## src/rtl/nf10_router_pkg.sv

```systemverilog
// Shared router definitions: ARP/Ethernet constants, ARP header byte offsets,
// the beat record carried through the ARP responder and its FSM states.
package nf10_router_pkg;

  localparam logic [15:0] ETH_ARP       = 16'h0806;
  localparam logic [15:0] ARP_REQ       = 16'h0001;
  localparam logic [15:0] ARP_REP       = 16'h0002;
  localparam logic [15:0] ARP_HTYPE_ETH = 16'h0001;
  localparam logic [15:0] ETH_IPV4      = 16'h0800;
  localparam logic [7:0]  ARP_HLEN      = 8'd6;
  localparam logic [7:0]  ARP_PLEN      = 8'd4;

  // Frame byte offsets; byte n sits at [255-8*(n%32) -: 8] of its beat.
  localparam int OFF_ETH_DST = 0;
  localparam int OFF_ETH_SRC = 6;
  localparam int OFF_ETHTYPE = 12;
  localparam int OFF_HTYPE   = 14;
  localparam int OFF_PTYPE   = 16;
  localparam int OFF_HLEN    = 18;
  localparam int OFF_PLEN    = 19;
  localparam int OFF_OPER    = 20;
  localparam int OFF_SHA     = 22;
  localparam int OFF_SPA     = 28;
  localparam int OFF_THA     = 32;
  localparam int OFF_TPA     = 38;

  typedef struct packed {
    logic [255:0] data;
    logic [31:0]  strb;
    logic [127:0] user;
    logic         last;
  } beat_t;

  typedef enum logic [2:0] {S_IDLE, S_HDR1, S_EMIT0, S_EMIT1, S_PASS} state_e;

endpackage

```

## src/rtl/arp_reply_rewrite.sv

```systemverilog
// Combinational ARP request classifier and in-place reply rewriter for the
// first two 32-byte beats, given the selected port's MAC and IP.
module arp_reply_rewrite
  import nf10_router_pkg::*;
(
  input  logic [255:0] beat0_i,
  input  logic [255:0] beat1_i,
  input  logic [47:0]  mac_i,
  input  logic [31:0]  ip_i,
  output logic         match_o,
  output logic [255:0] beat0_o,
  output logic [255:0] beat1_o
);
  logic [47:0] sha;
  logic [31:0] spa;

  assign sha = beat0_i[255-8*OFF_SHA -: 48];
  assign spa = beat0_i[255-8*OFF_SPA -: 32];

  assign match_o = (beat0_i[255-8*OFF_ETHTYPE -: 16] == ETH_ARP)
                && (beat0_i[255-8*OFF_HTYPE -: 16]   == ARP_HTYPE_ETH)
                && (beat0_i[255-8*OFF_PTYPE -: 16]   == ETH_IPV4)
                && (beat0_i[255-8*OFF_HLEN -: 8]     == ARP_HLEN)
                && (beat0_i[255-8*OFF_PLEN -: 8]     == ARP_PLEN)
                && (beat0_i[255-8*OFF_OPER -: 16]    == ARP_REQ)
                && (beat1_i[255-8*(OFF_TPA-32) -: 32] == ip_i);

  always_comb begin
    beat0_o = beat0_i;
    beat0_o[255-8*OFF_ETH_DST -: 48] = sha;
    beat0_o[255-8*OFF_ETH_SRC -: 48] = mac_i;
    beat0_o[255-8*OFF_OPER -: 16]    = ARP_REP;
    beat0_o[255-8*OFF_SHA -: 48]     = mac_i;
    beat0_o[255-8*OFF_SPA -: 32]     = ip_i;
    beat1_o = beat1_i;
    beat1_o[255-8*(OFF_THA-32) -: 48] = sha;
    beat1_o[255-8*(OFF_TPA-32) -: 32] = spa;
  end

endmodule

```

## src/rtl/fallthrough_small_fifo.sv

```systemverilog
// Small first-word-fallthrough FIFO: the head entry is visible on dout_o
// whenever the FIFO is not empty; rd_en_i consumes it.
module fallthrough_small_fifo #(
  parameter int WIDTH      = 8,
  parameter int DEPTH_BITS = 2
) (
  input  logic             clk_i,
  input  logic             rst_ni,
  input  logic [WIDTH-1:0] din_i,
  input  logic             wr_en_i,
  input  logic             rd_en_i,
  output logic [WIDTH-1:0] dout_o,
  output logic             empty_o,
  output logic             nearly_full_o
);
  localparam int DEPTH = 1 << DEPTH_BITS;
  localparam logic [DEPTH_BITS:0] CNT_FULL  = (DEPTH_BITS+1)'(DEPTH);
  localparam logic [DEPTH_BITS:0] CNT_NFULL = (DEPTH_BITS+1)'(DEPTH-1);

  logic [WIDTH-1:0]      mem_q [DEPTH];
  logic [DEPTH_BITS-1:0] wr_q, rd_q;
  logic [DEPTH_BITS:0]   cnt_q;
  logic                  wr_ok, rd_ok;

  assign empty_o       = (cnt_q == '0);
  assign nearly_full_o = (cnt_q >= CNT_NFULL);
  assign wr_ok         = wr_en_i && (cnt_q != CNT_FULL);
  assign rd_ok         = rd_en_i && !empty_o;
  assign dout_o        = mem_q[rd_q];

  always_ff @(posedge clk_i) begin
    if (wr_ok) mem_q[wr_q] <= din_i;
  end

  always_ff @(posedge clk_i or negedge rst_ni) begin
    if (!rst_ni) begin
      wr_q  <= '0;
      rd_q  <= '0;
      cnt_q <= '0;
    end else begin
      if (wr_ok) wr_q <= wr_q + 1'b1;
      if (rd_ok) rd_q <= rd_q + 1'b1;
      case ({wr_ok, rd_ok})
        2'b10:   cnt_q <= cnt_q + 1'b1;
        2'b01:   cnt_q <= cnt_q - 1'b1;
        default: cnt_q <= cnt_q;
      endcase
    end
  end

endmodule

```

## src/rtl/arp_reply_gen.sv

```systemverilog
// ARP responder: turns ARP requests aimed at the ingress port's own IP into
// replies sent back out that port; everything else passes through unchanged.
module arp_reply_gen
  import nf10_router_pkg::*;
#(
  parameter int C_M_AXIS_DATA_WIDTH  = 256,
  parameter int C_S_AXIS_DATA_WIDTH  = 256,
  parameter int C_M_AXIS_TUSER_WIDTH = 128,
  parameter int C_S_AXIS_TUSER_WIDTH = 128,
  parameter int SRC_PORT_POS         = 16,
  parameter int DST_PORT_POS         = 24
) (
  input  logic                              AXI_ACLK,
  input  logic                              AXI_RESETN,
  input  logic [C_S_AXIS_DATA_WIDTH-1:0]    S_AXIS_TDATA,
  input  logic [C_S_AXIS_DATA_WIDTH/8-1:0]  S_AXIS_TSTRB,
  input  logic [C_S_AXIS_TUSER_WIDTH-1:0]   S_AXIS_TUSER,
  input  logic                              S_AXIS_TVALID,
  output logic                              S_AXIS_TREADY,
  input  logic                              S_AXIS_TLAST,
  output logic [C_M_AXIS_DATA_WIDTH-1:0]    M_AXIS_TDATA,
  output logic [C_M_AXIS_DATA_WIDTH/8-1:0]  M_AXIS_TSTRB,
  output logic [C_M_AXIS_TUSER_WIDTH-1:0]   M_AXIS_TUSER,
  output logic                              M_AXIS_TVALID,
  input  logic                              M_AXIS_TREADY,
  output logic                              M_AXIS_TLAST,
  input  logic                              REPLY_EN,
  input  logic [191:0]                      IFACE_MAC,
  input  logic [127:0]                      IFACE_IP,
  output logic [31:0]                       REPLY_COUNT
);
  state_e      state_q, state_d;
  beat_t       b0_q, b0_d, b1_q, b1_d, head, in_beat, m_beat;
  logic        match_q, match_d, rdy_q, empty, nfull, pop, m_vld;
  logic [31:0] cnt_q, cnt_d;

  assign in_beat = {S_AXIS_TDATA, S_AXIS_TSTRB, S_AXIS_TUSER, S_AXIS_TLAST};
  // rdy_q keeps TREADY low while reset is asserted.
  assign S_AXIS_TREADY = rdy_q && !nfull;

  fallthrough_small_fifo #(.WIDTH($bits(beat_t)), .DEPTH_BITS(2)) u_fifo (
    .clk_i(AXI_ACLK), .rst_ni(AXI_RESETN), .din_i(in_beat),
    .wr_en_i(S_AXIS_TVALID && S_AXIS_TREADY), .rd_en_i(pop),
    .dout_o(head), .empty_o(empty), .nearly_full_o(nfull)
  );

  logic [7:0]   src;
  logic [3:0]   even;
  logic [1:0]   k;
  logic         src_one, rw_match, match_w;
  logic [47:0]  mac_k;
  logic [31:0]  ip_k;
  logic [7:0]   dst_oh;
  logic [255:0] rw_b0, rw_b1;

  assign src     = b0_q.user[SRC_PORT_POS +: 8];
  assign even    = {src[6], src[4], src[2], src[0]};
  assign src_one = (even != 4'b0) && ((even & (even - 4'b1)) == 4'b0);

  always_comb begin
    case (even)
      4'b0010: k = 2'd1;
      4'b0100: k = 2'd2;
      4'b1000: k = 2'd3;
      default: k = 2'd0;
    endcase
  end

  assign mac_k   = IFACE_MAC[48*k +: 48];
  assign ip_k    = IFACE_IP[32*k +: 32];
  assign dst_oh  = 8'b1 << {k, 1'b0};
  assign match_w = REPLY_EN && src_one && rw_match;

  arp_reply_rewrite u_rw (
    .beat0_i(b0_q.data), .beat1_i(head.data), .mac_i(mac_k), .ip_i(ip_k),
    .match_o(rw_match), .beat0_o(rw_b0), .beat1_o(rw_b1)
  );

  always_comb begin
    state_d = state_q;
    b0_d    = b0_q;
    b1_d    = b1_q;
    match_d = match_q;
    cnt_d   = cnt_q;
    pop     = 1'b0;
    m_vld   = 1'b0;
    m_beat  = b0_q;
    case (state_q)
      S_IDLE: if (!empty) begin
        pop     = 1'b1;
        b0_d    = head;
        match_d = 1'b0;
        state_d = head.last ? S_EMIT0 : S_HDR1;
      end
      // Rewritten beats are registered here, so the port config is sampled once.
      S_HDR1: if (!empty) begin
        pop     = 1'b1;
        b1_d    = head;
        match_d = match_w;
        state_d = S_EMIT0;
        if (match_w) begin
          b0_d.data = rw_b0;
          b0_d.user[DST_PORT_POS +: 8] = dst_oh;
          b1_d.data = rw_b1;
        end
      end
      S_EMIT0: begin
        m_vld = 1'b1;
        if (M_AXIS_TREADY) state_d = b0_q.last ? S_IDLE : S_EMIT1;
      end
      S_EMIT1: begin
        m_vld  = 1'b1;
        m_beat = b1_q;
        if (M_AXIS_TREADY) begin
          if (match_q) cnt_d = cnt_q + 32'd1;
          state_d = b1_q.last ? S_IDLE : S_PASS;
        end
      end
      S_PASS: begin
        m_vld  = !empty;
        m_beat = head;
        if (!empty && M_AXIS_TREADY) begin
          pop = 1'b1;
          if (head.last) state_d = S_IDLE;
        end
      end
      default: state_d = S_IDLE;
    endcase
  end

  always_ff @(posedge AXI_ACLK or negedge AXI_RESETN) begin
    if (!AXI_RESETN) begin
      state_q <= S_IDLE;
      b0_q    <= '0;
      b1_q    <= '0;
      match_q <= 1'b0;
      cnt_q   <= '0;
      rdy_q   <= 1'b0;
    end else begin
      state_q <= state_d;
      b0_q    <= b0_d;
      b1_q    <= b1_d;
      match_q <= match_d;
      cnt_q   <= cnt_d;
      rdy_q   <= 1'b1;
    end
  end

  assign M_AXIS_TVALID = m_vld;
  assign M_AXIS_TDATA  = m_beat.data;
  assign M_AXIS_TSTRB  = m_beat.strb;
  assign M_AXIS_TUSER  = m_beat.user;
  assign M_AXIS_TLAST  = m_beat.last;
  assign REPLY_COUNT   = cnt_q;

endmodule
```

## config.mk

```make
export PLATFORM = sky130hd
export DESIGN_NAME = arp_reply_gen
export DESIGN_NICKNAME = d
export VERILOG_FILES = /design/src/rtl/nf10_router_pkg.sv /design/src/rtl/arp_reply_rewrite.sv /design/src/rtl/fallthrough_small_fifo.sv /design/src/rtl/arp_reply_gen.sv
export SDC_FILE = /design/constraint.sdc
export NUM_CORES = 2
export LEC_CHECK = 0
export CORE_AREA = 2 2 461 463
export CTS_CLUSTER_SIZE = 10
export DETAILED_ROUTE_END_ITERATION = 8
export DIE_AREA = 0 0 463 465
export GPL_ROUTABILITY_DRIVEN = 1
export PLACE_DENSITY = 0.72
export SYNTH_ARGS = -nofsm -noshare
export SYNTH_HDL_FRONTEND = slang
export SYNTH_SLANG_ARGS = --single-unit
```

## constraint.sdc

```tcl
create_clock -name AXI_ACLK -period 12.2 [get_ports AXI_ACLK]
set_input_delay 2.44 -clock AXI_ACLK [delete_from_list [all_inputs] [get_ports AXI_ACLK]]
set_output_delay 2.44 -clock AXI_ACLK [all_outputs]
set_load 0.01 [all_outputs]
```

Word level (Yosys, flattened, before mapping)
Memories as Yosys holds them, arrays and structs flattened.
Index checks and enable logic that the tools add are counted.
Widths: inputs -> output; s select.
{"block": "word_totals", "register_bits": 878, "mem_bits_rw": 1668, "in_bits": 742, "output_inout_bits": 451, "word_cells": 117, "mem_count": 1}
{"block": "op_classes", "add_sub_neg": 6, "n_mul": 1, "magnitude_cmp": 1, "eq_ne": 24, "n_shift": 3, "muxes": 30, "bitwise": 3, "n_reduce_logical": 31}
{"name": "u_fifo.mem_q", "depth": 4, "word_bits": 417, "read_ports": 1, "rd_clocked_by_memory_dff": 0, "wr": 1, "line_no": "fallthrough_small_fifo.sv:20", "text": "logic [WIDTH-1:0] mem_q [DEPTH];"}
{"operator": "$pmux 417 s2", "n": 1}
{"operator": "$mux 256", "n": 3}
{"operator": "$pmux 256 s2", "n": 1}
{"operator": "$mux 417", "n": 1}
{"operator": "$shiftx 192x9->48", "n": 1}
{"operator": "$shiftx 128x8->32", "n": 1}
{"operator": "$add 32x1->32 const B", "n": 1}
{"operator": "$eq 16x1->1 const B", "n": 2}
{"operator": "$eq 16x12->1 const B", "n": 2}
{"operator": "$eq 32x32->1", "n": 1}
{"operator": "$mux 3", "n": 7}
{"operator": "$eq 8x3->1 const B", "n": 2}
{"operator": "$mux 8", "n": 2}
{"operator": "$pmux 8 s2", "n": 1}
{"operator": "$pmux 3 s5", "n": 1}
{"operator": "$logic_and 1x1->1", "n": 14}
{"operator": "$ne 2x2->1 const B", "n": 7}
{"operator": "$reduce_and 3->1", "n": 3}
{"operator": "$shl 1x3->8 const A", "n": 1}
{"operator": "$eq 3x2->1 const B", "n": 2}
{"operator": "$logic_not 3->1", "n": 2}
{"operator": "$mux 1", "n": 6}
{"operator": "$pmux 1 s2", "n": 3}
{"operator": "$pmux 2 s3", "n": 1}
{"operator": "26 further kinds", "n": 33}

Logic depth before layout (Yosys ltp)
{"block": "depth", "ltp_word": 11, "depth_mapped": 14, "ltp_nobuf": 10}

Modules after synthesis
Synthesis repeated with hierarchy kept, for this count alone.
{"block": "hier_totals", "hier_cells": 7854, "hier_area_um2": 113308.7}
{"module": "fallthrough_small_fifo", "instances": 1, "cells_each": 2217, "area_per_inst_um2": 61042.3, "seq_area_each_um2": 50263.2}
{"module": "arp_reply_gen", "instances": 1, "cells_each": 5052, "area_per_inst_um2": 47850.9, "seq_area_each_um2": 21795.9}
{"module": "arp_reply_rewrite", "instances": 1, "cells_each": 585, "area_per_inst_um2": 4415.5, "seq_area_each_um2": 0.0}

Worst setup path after synthesis
No wires, ideal clock.
{"block": "synth_path", "path_kind": "input to register", "start": "input S_AXIS_TVALID", "end": "memory u_fifo.mem_q[0][0] (netlist bit), enable pin", "setup_time_ns": 0.839, "arrival_time_ns": 11.909, "required_ns": 11.361, "slack_ns": -0.548, "stages": 1, "path_buffers": 0, "cell_sequence": "and3_1"}
{"block": "synth_between", "elab_chain_len": 4}
{"item": "start, declared", "line_no": "arp_reply_gen.sv:18", "text": "input logic S_AXIS_TVALID,"}
{"item": "$logic_and 1x1->1", "line_no": "arp_reply_gen.sv:43", "text": ".wr_en_i(S_AXIS_TVALID && S_AXIS_TREADY), .rd_en_i(pop),"}
{"item": "$logic_and 1x1->1", "line_no": "fallthrough_small_fifo.sv:27", "text": "assign wr_ok = wr_en_i && (cnt_q != CNT_FULL);"}
{"item": "$mux 1", "line_no": "fallthrough_small_fifo.sv:32", "text": "if (wr_ok) mem_q[wr_q] <= din_i;"}
{"item": "$mux 1 (not written as such)", "line_no": "fallthrough_small_fifo.sv:32"}
{"item": "end, declared", "line_no": "fallthrough_small_fifo.sv:20"}
Every way passes these cells.

Final worst setup path
{"block": "layout_path", "start": "register state_q[0]", "end": "output M_AXIS_TUSER[114]"}
{"block": "layout_between", "elab_chain_len": 2, "word_cells_on_any_way": 3, "cone_classes": "eq/ne (2); mux (1)"}
{"item": "start, declared", "line_no": "arp_reply_gen.sv:32", "text": "state_e state_q, state_d;"}
{"item": "start signal, assigned", "line_no": "arp_reply_gen.sv:140", "text": "state_q <= state_d;"}
{"item": "$eq 3x3->1 / $eq 3x2->1 (equally long branches)", "line_no": "arp_reply_gen.sv:88", "text": "case (state_q)"}
{"item": "$pmux 417 s2 (*)", "line_no": "arp_reply_gen.sv:88"}
{"item": "end, declared", "line_no": "arp_reply_gen.sv:23", "text": "output logic [C_M_AXIS_TUSER_WIDTH-1:0] M_AXIS_TUSER,"}
Every way passes the cells marked *; elsewhere a longest branch is shown, timed or not.

==> results.md <==
* Outcome: finished clean
* Final wirelength at 349,000 um
* Setup TNS at 0 ps
* Cell Chain, Critical Path: and3b_4 -> buf_4 -> buf_4 -> buf_4 -> a22oi_1 -> nand2_1 -> clkdlybuf4s50_1
* Via count at 65,200
* Worst endpoint required time at about 10000 ps
* Core Box Area at 0.211 mm2
* Setup-failing EPs final at 0
* Cell area after synthesis at 0.104 mm2
* Post-synthesis sequential area ratio at approximately 69%
* CTS Root Cell: clkbuf_16
* Period Utilization, post-route at 68.0%
* Xor and xnor area share after synthesis at 0.580%
* Main flop type after synthesis: edfxtp_1
* Final net count at 8,382
* Async S/R FF share, synth at 34.5%
* Net Count, Synth at 7,195
* Cell Pwr Density at 281 mW/mm2
* Crit. End Element: output port
* R2R Setup Slk at 5940 ps
* Pleak at between 40 and 50 nW
* Max-slew violations at 0
* Reg clk slew, reported paths at 60 ps
* Netlist cell types at 60
* Synth Area in Adders at 0.0912%
* HPWL after detailed placement at 233,000 um
* Routability congestion estimate at 0.968
* Slew @ Worst Pin at 1300 ps
* Share of cell area taken by muxes after synthesis at around 17%
* CP peak stage delay at 880 ps
* Avg Inst Size Synth at around 16 um2
* Non-Filler Instances at 10,800
* Clock Skew at about 90 ps
* Port bufs at 1,192
* CP Launch Type: flip-flop
* Die ar. at 0.215 mm2
* Reg2reg start: b0_q[21]
* CP max stage cell: buf_4
* Max Clock Freq at 121 MHz
* Row Count at 169
* Die height at 465 um
* Worst path arrival time at 5860 ps
* Synth Area in Compound Gates at 6.08%
* Worst vdd ir at 0.251 mV
* FILL cells at 15,600
* RSZ-0062 raised after global routing: false
* Synth Area in Simple Gates at 4.81%
* Hold WC Path Type: reg2reg
* # H-tree levels at 5
* Hold WS at ~480 ps
* Synth warn at 0
* Crit path from: state_q[0]
* GRT Residual Overflow at 0
* #FFs+latches synth at 2,546
* Clk sink count at 2,546
* Via-to-Cell Ratio at 6.06
* Final min period at a little over 8000 ps
* DRC violation total after the first TritonRoute iteration at 7,162
* Wire per inst at 32.4 um
* Commonest non-fill, non-tap cell in the layout: edfxtp_1
* Pre-Repair DR Iteration Count at 9
* Total GRT Usage at 31.9%
* Main combinational cell family by area after synthesis: multiplexers
* Hold Buf Count CTS at 0
* Power, Total at 0.0361 W
* Post-synth EDFFs at ~1,700
* Crit path top cell by count: buf_4
* CTS tree: yes
* Area leader, netlist: edfxtp_1
* Post-Syn Instances at 6,446
* Synth-to-Final Area Change at 23.1%
* Post-placement cell count at 10,100
* Most frequent cells in the layout: edfxtp_1, clkdlybuf4s50_1, nand2_1
* ANT nets after route at 0
* Multi-input logic area at 0.0302 mm2
* Yosys top cell area share at 48.0%
* Pre-CTS setup slack at 4660 ps
* Setup bufs post-CTS at 0
* CTS Buffer Depth at 4
* DRC viols at 0
* Fin. Hold Viols at 0
* Io pins at 1,193
* Worst setup margin at 3900 ps
* Max-cap viol count at 0
* Crit-path max FO at just over 70
* Worst slew margin at around an eighth
* Global-route wire length before repair at between 400,000 and 500,000 um
* Cts bufs inserted at 312
* Register area at 0.0721 mm2
* Share of layout cells above drive strength 1 at 19.0%
* Initial core utilization at 49.5%
* Largest net degree at the start of global routing at 200
* Initial antenna violation count at 149
* DIE WIDTH at 463 um
* HP Start: b1_q[395]
* Kind of critical path: reg2out
* Largest cells by area after synthesis: edfxtp_1, dfrtp_1, mux4_2
* Quantity of gates resized following cts at 0
* Vias in the first global route at 64,900
* Worst-skew pair later-pin latency at 970 ps
-- cell usage after synthesis, types with 2 or more instances --
master	number
a21o_1	2
dfrtp_1	878
a21oi_1	145
ha_1	6
clkbuf_1	301
o221a_2	2
o221ai_1	29
mux2_2	595
mux2_1	15
o22ai_1	6
a222oi_1	48
and3_1	14
nor3_1	34
a211oi_1	2
o21ai_0	105
nor2_1	21
xor2_1	35
nand3_1	14
xnor2_1	34
nor3b_1	26
nor4b_1	6
buf_4	24
nor4_1	16
a211o_1	29
a221o_1	4
nand2_1	990
mux2i_1	176
nand2b_1	19
inv_1	107
and2_1	36
nand4_1	19
o22a_1	14
mux4_2	416
o211ai_1	2
edfxtp_1	1668
a22o_1	69
buf_2	37
a22oi_1	416
buf_1	65
-- sequential cells by signal (all words and copies together) (netlist names) --
signal,flops
match_q,1
u_fifo.wr_q,2
REPLY_COUNT,32
state_q,3
u_fifo.rd_q,2
rdy_q,1
b1_q,417
u_fifo.cnt_q,3
u_fifo.mem_q,1668
b0_q,417
-- metrics by stage --
| stage | util (%) | cell area, um2 |
|---|---|---|
| after floorplan | - | 104000 |
| after global placement | 56.5 | 119000 |
| after detailed placement | 56.5 | 119000 |
| after CTS | 60.8 | 128000 |
| after global routing | 60.8 | 128000 |
| final | 60.9 | 128000 |
-- per-layer routing --
metal	GRT usage [%]	routed length, um	vias to the layer above	part of all wire (%)
met4	17.3	20000	84	5.7
met5	0	516	-	0.15
met2	49.7	166000	3408	48
met3	10.3	35600	741	10
li1	-	-	27300	-
met1	39.8	127000	33700	36
-- worst paths after layout --
| check | to | cells past startpoint |
|---|---|---|
| worst max-delay path | M_AXIS_TUSER[114] | 7 |
| worst min-delay path | b1_q[395] | 2 |
| worst max register to register | b0_q[377] | 14 |
| worst min register to register | b1_q[395] | 2 |
| max in group asynchronous | b1_q[8] | 3 |
| min in group asynchronous | b1_q[121] | 1 |
-- logic make-up (layout without fill, tap and decap cells) --
family	Yosys count	after routing
fa+ha+maj	7	7
other cells	1	78
flops	2546	2546
xor+xnor	69	69
mux	1202	1202
buf+inv	535	1955
compound gates	882	882
simple gates	1204	1204
-- critical path, delay by kind of cell (launching register included) --
kind                   cells  cell delay, ps
AOI/OAI and AO/OA          1             190
buffers and inverters      4            2990
and+or+nand+nor            2             830
DFF                        1             700
-- final cells by class --
type / instances / area share [%]
Sequential cell: 2546 / 56.2
Multi-Input combinational cell: 3365 / 23.5
Timing Repair Buffer: 1300 / 10.1
Clock buffer: 530 / 6.86
Tap cell: 2821 / 2.75
Inverter: 108 / 0.316
Clock inverter: 17 / 0.150
Antenna cell: 77 / 0.150
-- power breakdown --
group	total, W	switching, W	internal [W]
Clock	0.00830	0.00339	0.00491
Combinational	0.0155	0.00866	0.00681
Sequential	0.0123	0.00119	0.0111
No activity file was read; power rests on OpenSTA's default activity.
